## config.mk

```make
export PLATFORM = sky130hd
export DESIGN_NAME = multi_cycle_mips
export DESIGN_NICKNAME = d
export VERILOG_FILES = /design/src/rtl/multi_cycle_mips.sv
export SDC_FILE = /design/constraint.sdc
export NUM_CORES = 2
export LEC_CHECK = 0
export CORE_UTILIZATION = 35
export CTS_BUF_LIST = sky130_fd_sc_hd__clkbuf_8
export DETAILED_ROUTE_END_ITERATION = 6
export MAX_ROUTING_LAYER = met4
export PLACE_DENSITY = 0.54
export SETUP_SLACK_MARGIN = 0.4
export SYNTH_ARGS = -nofsm -noshare
export SYNTH_HDL_FRONTEND = slang
export SYNTH_SLANG_ARGS = --single-unit
```

## constraint.sdc

```tcl
create_clock -name clk -period 6.17 [get_ports clk]
set_clock_uncertainty 0.05 [all_clocks]
set_input_delay 1.851 -clock clk [delete_from_list [all_inputs] [get_ports clk]]
set_output_delay 1.851 -clock clk [all_outputs]
set_load 0.01 [all_outputs]
```

## src/rtl/multi_cycle_mips.sv

```systemverilog
// Multi-cycle MIPS core. Each instruction walks FETCH -> DECODE -> EXEC
// [-> MEM] [-> WB], so one ALU and one register file serve every step.
//
// Ports:
//   clk          clock, all state updates on the rising edge
//   rst_n        synchronous active-low reset
//   IR_addr      instruction byte address (the PC register)
//   IR           instruction word, combinational from IR_addr
//   ReadDataMem  data-memory read data
//   CEN/WEN/OEN  data-memory chip/write/output enables, active-low
//   A            data-memory word address
//   Data2Mem     store data
//   retire       one-cycle pulse in the last cycle of every instruction
//
// Supported: add sub and or slt sll srl jr addi lw sw beq bne j jal.
// Anything else retires as a 3-cycle NOP (PC+4 only).
module multi_cycle_mips #(
  parameter int unsigned ADDR_W   = 7,
  parameter int unsigned MEM_WAIT = 0,
  parameter logic [31:0] PC_RESET = 32'h0000_0000
) (
  input  logic              clk,
  input  logic              rst_n,
  output logic [31:0]       IR_addr,
  input  logic [31:0]       IR,
  input  logic [31:0]       ReadDataMem,
  output logic              CEN,
  output logic              WEN,
  output logic              OEN,
  output logic [ADDR_W-1:0] A,
  output logic [31:0]       Data2Mem,
  output logic              retire
);

  localparam logic [2:0] StFetch  = 3'd0;
  localparam logic [2:0] StDecode = 3'd1;
  localparam logic [2:0] StExec   = 3'd2;
  localparam logic [2:0] StMem    = 3'd3;
  localparam logic [2:0] StWb     = 3'd4;

  localparam logic [5:0] OpRtype = 6'h00;
  localparam logic [5:0] OpJ     = 6'h02;
  localparam logic [5:0] OpJal   = 6'h03;
  localparam logic [5:0] OpBeq   = 6'h04;
  localparam logic [5:0] OpBne   = 6'h05;
  localparam logic [5:0] OpAddi  = 6'h08;
  localparam logic [5:0] OpLw    = 6'h23;
  localparam logic [5:0] OpSw    = 6'h2b;

  localparam logic [5:0] FnSll = 6'h00;
  localparam logic [5:0] FnSrl = 6'h02;
  localparam logic [5:0] FnJr  = 6'h08;
  localparam logic [5:0] FnAdd = 6'h20;
  localparam logic [5:0] FnSub = 6'h22;
  localparam logic [5:0] FnAnd = 6'h24;
  localparam logic [5:0] FnOr  = 6'h25;
  localparam logic [5:0] FnSlt = 6'h2a;

  localparam logic [3:0] MemWaitC = 4'(MEM_WAIT);

  logic [2:0]        state_q, state_d;
  logic [31:0]       pc_q;
  logic [31:0]       ir_q;
  logic [31:0]       a_reg_q, b_reg_q;
  logic [31:0]       alu_out_q;
  logic [31:0]       mdr_q;
  logic [3:0]        mem_cnt_q;
  logic [ADDR_W-1:0] addr_q;
  logic [31:0]       wdata_q;
  logic [31:0]       rf_q [32];

  // Instruction fields
  logic [5:0]  opcode, funct;
  logic [4:0]  rs, rt, rd, shamt;
  logic [31:0] imm_sext;

  assign opcode   = ir_q[31:26];
  assign rs       = ir_q[25:21];
  assign rt       = ir_q[20:16];
  assign rd       = ir_q[15:11];
  assign shamt    = ir_q[10:6];
  assign funct    = ir_q[5:0];
  assign imm_sext = {{16{ir_q[15]}}, ir_q[15:0]};

  logic is_r_alu, is_jr, is_addi, is_lw, is_sw, is_beq, is_bne, is_j, is_jal;

  always_comb begin
    is_r_alu = 1'b0;
    if (opcode == OpRtype) begin
      case (funct)
        FnAdd, FnSub, FnAnd, FnOr, FnSlt, FnSll, FnSrl: is_r_alu = 1'b1;
        default:                                        is_r_alu = 1'b0;
      endcase
    end
  end

  assign is_jr   = (opcode == OpRtype) && (funct == FnJr);
  assign is_addi = (opcode == OpAddi);
  assign is_lw   = (opcode == OpLw);
  assign is_sw   = (opcode == OpSw);
  assign is_beq  = (opcode == OpBeq);
  assign is_bne  = (opcode == OpBne);
  assign is_j    = (opcode == OpJ);
  assign is_jal  = (opcode == OpJal);

  logic writes_alu;  // instructions that finish with a register write of ALUOut
  logic is_mem;
  assign writes_alu = is_r_alu | is_addi;
  assign is_mem     = is_lw | is_sw;

  // Shared ALU: R-type uses B_reg, everything else rs + sext(imm)
  logic [31:0] alu_b, alu_res;
  assign alu_b = is_r_alu ? b_reg_q : imm_sext;

  always_comb begin
    alu_res = a_reg_q + alu_b;
    if (is_r_alu) begin
      case (funct)
        FnSub:   alu_res = a_reg_q - alu_b;
        FnAnd:   alu_res = a_reg_q & alu_b;
        FnOr:    alu_res = a_reg_q | alu_b;
        FnSlt:   alu_res = {31'd0, $signed(a_reg_q) < $signed(alu_b)};
        FnSll:   alu_res = b_reg_q << shamt;
        FnSrl:   alu_res = b_reg_q >> shamt;
        default: alu_res = a_reg_q + alu_b;
      endcase
    end
  end

  // pc_q already holds the incremented PC by the time EXEC runs
  logic [31:0] branch_target, jump_target;
  logic        take_branch;
  assign branch_target = pc_q + {imm_sext[29:0], 2'b00};
  assign jump_target   = {pc_q[31:28], ir_q[25:0], 2'b00};
  assign take_branch   = (a_reg_q == b_reg_q) ^ is_bne;

  logic mem_last;
  assign mem_last = (mem_cnt_q == MemWaitC);

  always_comb begin
    state_d = state_q;
    case (state_q)
      StFetch:  state_d = StDecode;
      StDecode: state_d = StExec;
      StExec: begin
        if (writes_alu)  state_d = StWb;
        else if (is_mem) state_d = StMem;
        else             state_d = StFetch;
      end
      StMem: begin
        if (mem_last) state_d = is_lw ? StWb : StFetch;
      end
      StWb:     state_d = StFetch;
      default:  state_d = StFetch;
    endcase
  end

  // Single register-file write port: jal links in EXEC, others write in WB
  logic        rf_we;
  logic [4:0]  rf_waddr;
  logic [31:0] rf_wdata;

  always_comb begin
    rf_we    = 1'b0;
    rf_waddr = 5'd0;
    rf_wdata = 32'd0;
    if (state_q == StExec && is_jal) begin
      rf_we    = 1'b1;
      rf_waddr = 5'd31;
      rf_wdata = pc_q;
    end else if (state_q == StWb) begin
      rf_we    = 1'b1;
      rf_waddr = is_r_alu ? rd : rt;
      rf_wdata = is_lw ? mdr_q : alu_out_q;
    end
  end

  always_ff @(posedge clk) begin
    if (!rst_n) begin
      state_q   <= StFetch;
      pc_q      <= PC_RESET;
      ir_q      <= 32'd0;
      a_reg_q   <= 32'd0;
      b_reg_q   <= 32'd0;
      alu_out_q <= 32'd0;
      mdr_q     <= 32'd0;
      mem_cnt_q <= 4'd0;
      addr_q    <= '0;
      wdata_q   <= 32'd0;
      for (int i = 0; i < 32; i++) rf_q[i] <= 32'd0;
    end else begin
      state_q <= state_d;
      case (state_q)
        StFetch: begin
          ir_q <= IR;
          pc_q <= pc_q + 32'd4;
        end
        StDecode: begin
          a_reg_q <= rf_q[rs];
          b_reg_q <= rf_q[rt];
        end
        StExec: begin
          alu_out_q <= alu_res;
          mem_cnt_q <= 4'd0;
          // Address and store data are registered here so they are stable
          // from the very first MEM cycle.
          if (is_mem) begin
            addr_q  <= alu_res[ADDR_W+1:2];
            wdata_q <= b_reg_q;
          end
          if ((is_beq || is_bne) && take_branch) pc_q <= branch_target;
          if (is_j || is_jal)                    pc_q <= jump_target;
          if (is_jr)                             pc_q <= a_reg_q;
        end
        StMem: begin
          if (mem_last) begin
            if (is_lw) mdr_q <= ReadDataMem;
          end else begin
            mem_cnt_q <= mem_cnt_q + 4'd1;
          end
        end
        default: ;
      endcase
      // $0 is never written, so it always reads back as zero
      if (rf_we && rf_waddr != 5'd0) rf_q[rf_waddr] <= rf_wdata;
    end
  end

  // Store strobes only in the first MEM cycle; loads enable output throughout
  assign WEN      = !(state_q == StMem && is_sw && mem_cnt_q == 4'd0);
  assign OEN      = !(state_q == StMem && is_lw);
  assign CEN      = WEN & OEN;
  assign A        = addr_q;
  assign Data2Mem = wdata_q;
  assign IR_addr  = pc_q;

  assign retire = (state_q == StExec && !writes_alu && !is_mem) ||
                  (state_q == StMem && is_sw && mem_last) ||
                  (state_q == StWb);

endmodule

```

==> flow_metrics.env <==
export IMPL_ir_drop_uv=223
export IMPL_end_kind="flop"
export IMPL_required_ns=7.03
export IMPL_grt_pass1_vias=53000
export IMPL_routedWlPerCell_um=32.4
export IMPL_die_area_um2=208000
export IMPL_ys_flop_type="edfxtp_1"
export IMPL_wirelength_mm=290
export IMPL_power_density_nw_per_um2=315
export IMPL_ys_warn_count=0
export IMPL_dr_pass1_iters=5
export IMPL_die_x_um=456
export IMPL_num_vias=54400
export IMPL_synth_cell_type_count=85
export IMPL_core_um2=205000
export IMPL_r2r_cells=16
export IMPL_area_growth_pct=13.3
export IMPL_r2r_slack_ns=0.60
export IMPL_seq_area_frac_synth_pct=49.3
export IMPL_layout_common_cells="1245 x nor2_1, 1024 x edfxtp_1, 685 x mux4_2, 431 x nand2_1, 310 x a21oi_1"
export IMPL_root_buffer="clkbuf_8"
export IMPL_yosys_register_bits=1262
export IMPL_vias_per_cell=6.09
export IMPL_syn_inst=5993
export IMPL_antenna_found_initial=12
export IMPL_grt_pass1_wl_mm=406
export IMPL_cts_tree="yes"
export IMPL_cts_max_path_buffers=3
export IMPL_fin_area_um2=81700
export IMPL_drive_gt1_share_pct=22.8
export IMPL_synth_area_per_cell_um2=12.0
export IMPL_whs_ns=0.403
export IMPL_insertion_delay_ns=0.99
export IMPL_crit_start="ir_q[31]"
export IMPL_status="completed"
export IMPL_hold_violations=0
export IMPL_dpl_cell_area_um2=77300
export IMPL_crit_path_end="alu_out_q[30]"
export IMPL_start_util_pct=35.2
export IMPL_max_slew_margin_pct=12.1
export IMPL_worstMarginPinSlew_ns=1.28
export IMPL_num_fill_cells=19400
export IMPL_path_clk_slew_ns=0.06
export IMPL_place_congestion=0.970
export IMPL_post_route_min_period_ns=5.57
export IMPL_p_total_uw=25700
export IMPL_crit_arrival_ns=6.43
export IMPL_leakage_uw=0.0267
export IMPL_slew_violations=0
export IMPL_cts_setup_buffers=0
export IMPL_finalSetupTns_ns=0
export IMPL_crit_path_max_fanout=20
export IMPL_grt_total_usage_pct=28.2
export IMPL_maxCapViolCount=0
export IMPL_dr_first_iter_drc_count=6895
export IMPL_grt_setup_unrepaired="no"
export IMPL_dp_slack_ns=0.637
export IMPL_clock_sinks=1262
export IMPL_nets=6253
export IMPL_grt_start_max_net_pins=107
export IMPL_fin_crit_sh_pct=90.3
export IMPL_syn_cell_area_um2=72000
export IMPL_finalSetupViolCount=0
export IMPL_drc_errors=0
export IMPL_mostFrequentLayoutCell="nor2_1"
export IMPL_hpwl_mm=191
export IMPL_ant_nets=0
export IMPL_port_buffers=140
export IMPL_max_freq_mhz=179
export IMPL_rows=166
export IMPL_path_class="flop to flop"
export IMPL_overflow=0
export IMPL_fin_ws_ns=0.596
export IMPL_hp_class="flop to flop"
export IMPL_synth_edf_count=1024
export IMPL_reg2reg_from="ir_q[31]"
export IMPL_cts_max_level=4
export IMPL_async_flop_share_pct=0
export IMPL_start_kind="flop"
export IMPL_numCtsBuffers=224
export IMPL_io_pins=141
export IMPL_r2r_end="alu_out_q[30]"
export IMPL_die_h_um=456
## worst min-delay path by stage
| stage | cells after the start | slack [ns] | start | to |
|---|---|---|---|---|
| 2_1_floorplan | 2 | 0.37 | alu_out_q[11] | alu_out_q[11] |
| 3_3_place_gp | 2 | 0.39 | mdr_q[20] | mdr_q[20] |
| 3_5_place_dp | 2 | 0.40 | mdr_q[20] | mdr_q[20] |
| 4_1_cts | 2 | 0.40 | Data2Mem[7] | Data2Mem[7] |
| 5_1_grt | 2 | 0.42 | Data2Mem[7] | Data2Mem[7] |
| 6_report | 2 | 0.40 | Data2Mem[7] | Data2Mem[7] |
## cell type report
cell class | instances | area [um^2] | share of cell area [%]
Clock buffer | 230 | 3170 | 3.88
Sequential cell | 1262 | 35600 | 43.5
Antenna cell | 6 | 15.0 | 0.0184
Inverter | 114 | 435 | 0.533
Tap cell | 2688 | 3360 | 4.12
Timing Repair Buffer | 394 | 3670 | 4.49
Clock inverter | 179 | 1180 | 1.45
Multi-Input combinational cell | 4059 | 34300 | 42.0
## Yosys cell counts, drive strengths merged (29+ instances only)
cell type / count / share of area (%)
a221oi: 31 / 0.38
buf: 152 / 0.95
o21ai: 167 / 1.2
clkbuf: 437 / 2.3
a211oi: 99 / 1.0
a31oi: 29 / 0.25
xnor2: 38 / 0.46
nand3: 56 / 0.39
nor3: 62 / 0.48
xor2: 50 / 0.61
a21o: 36 / 0.38
a21oi: 343 / 2.4
dfxtp: 238 / 6.6
nor2: 1251 / 6.5
inv: 112 / 0.58
ha: 129 / 2.2
mux2: 35 / 0.55
edfxtp: 1024 / 43
mux2i: 149 / 2.1
nand2: 495 / 2.6
mux4: 685 / 21
## metal layers
layer | vias up | track usage [%] | share of wire (%)
met5 | - | - | 0
met4 | 0 | 11.9 | 4.8
met3 | 576 | 5.12 | 8.9
met2 | 3039 | 43.6 | 47
met1 | 28200 | 36.5 | 40
li1 | 22600 | - | -
## registers in the layout (all words and copies together) (netlist names)
signal and cells:
IR_addr 32, mdr_q 32, a_reg_q 32, state_q 3
b_reg_q 32, Data2Mem 32, ir_q 32, alu_out_q 32
rf_q 1024, mem_cnt_q 4, A 7
## kinds of logic after synthesis
| logic type | after synthesis | synth area share, % |
|---|---|---|
| and+or+nand+nor | 2024 | 11.5 |
| DFF | 1262 | 49.3 |
| AOI/OAI and AO/OA | 914 | 7.97 |
| muxes | 869 | 24.0 |
| buffers and inverters | 703 | 3.82 |
| adders and majority gates | 132 | 2.32 |
| xor gates and xnor gates | 88 | 1.07 |
| other | 1 | 0.00521 |
## report_power, final
part           internal, uW  leakage (uW)  switching, uW
Sequential             9590        0.0125            612
Clock                  3920       0.00248           3860
Combinational          3010        0.0117           4750
## worst max-delay path, cell delays in order, from the launching register on
cell and delay [ns]:
dfxtp_1 0.34, nor3_1 0.30, nand3b_1 0.36, nor3_4 0.51, buf_12 0.23, mux2_2 0.38
inv_1 0.08, ha_1 0.33, nor2b_1 0.08, o31ai_1 0.32, o2111ai_1 0.25, a31oi_1 0.53
a21oi_1 0.26, a41oi_1 0.63, mux2_2 0.41, o211a_1 0.21, a211oi_1 0.19
## stage by stage
stage / util, % / instances
4_1_cts: 39.9 / 8926
3_5_place_dp: 37.8 / 8517
6_report: 39.9 / 8932
2_1_floorplan: - / 6024
5_1_grt: 39.9 / 8931
3_3_place_gp: 37.8 / 8517
## what timing repair did
action,CTS,global route
resized for setup,0,3
hold buffers,0,0
endpoints found under the setup margin,0,4
Power figures use the tool's default switching activity.
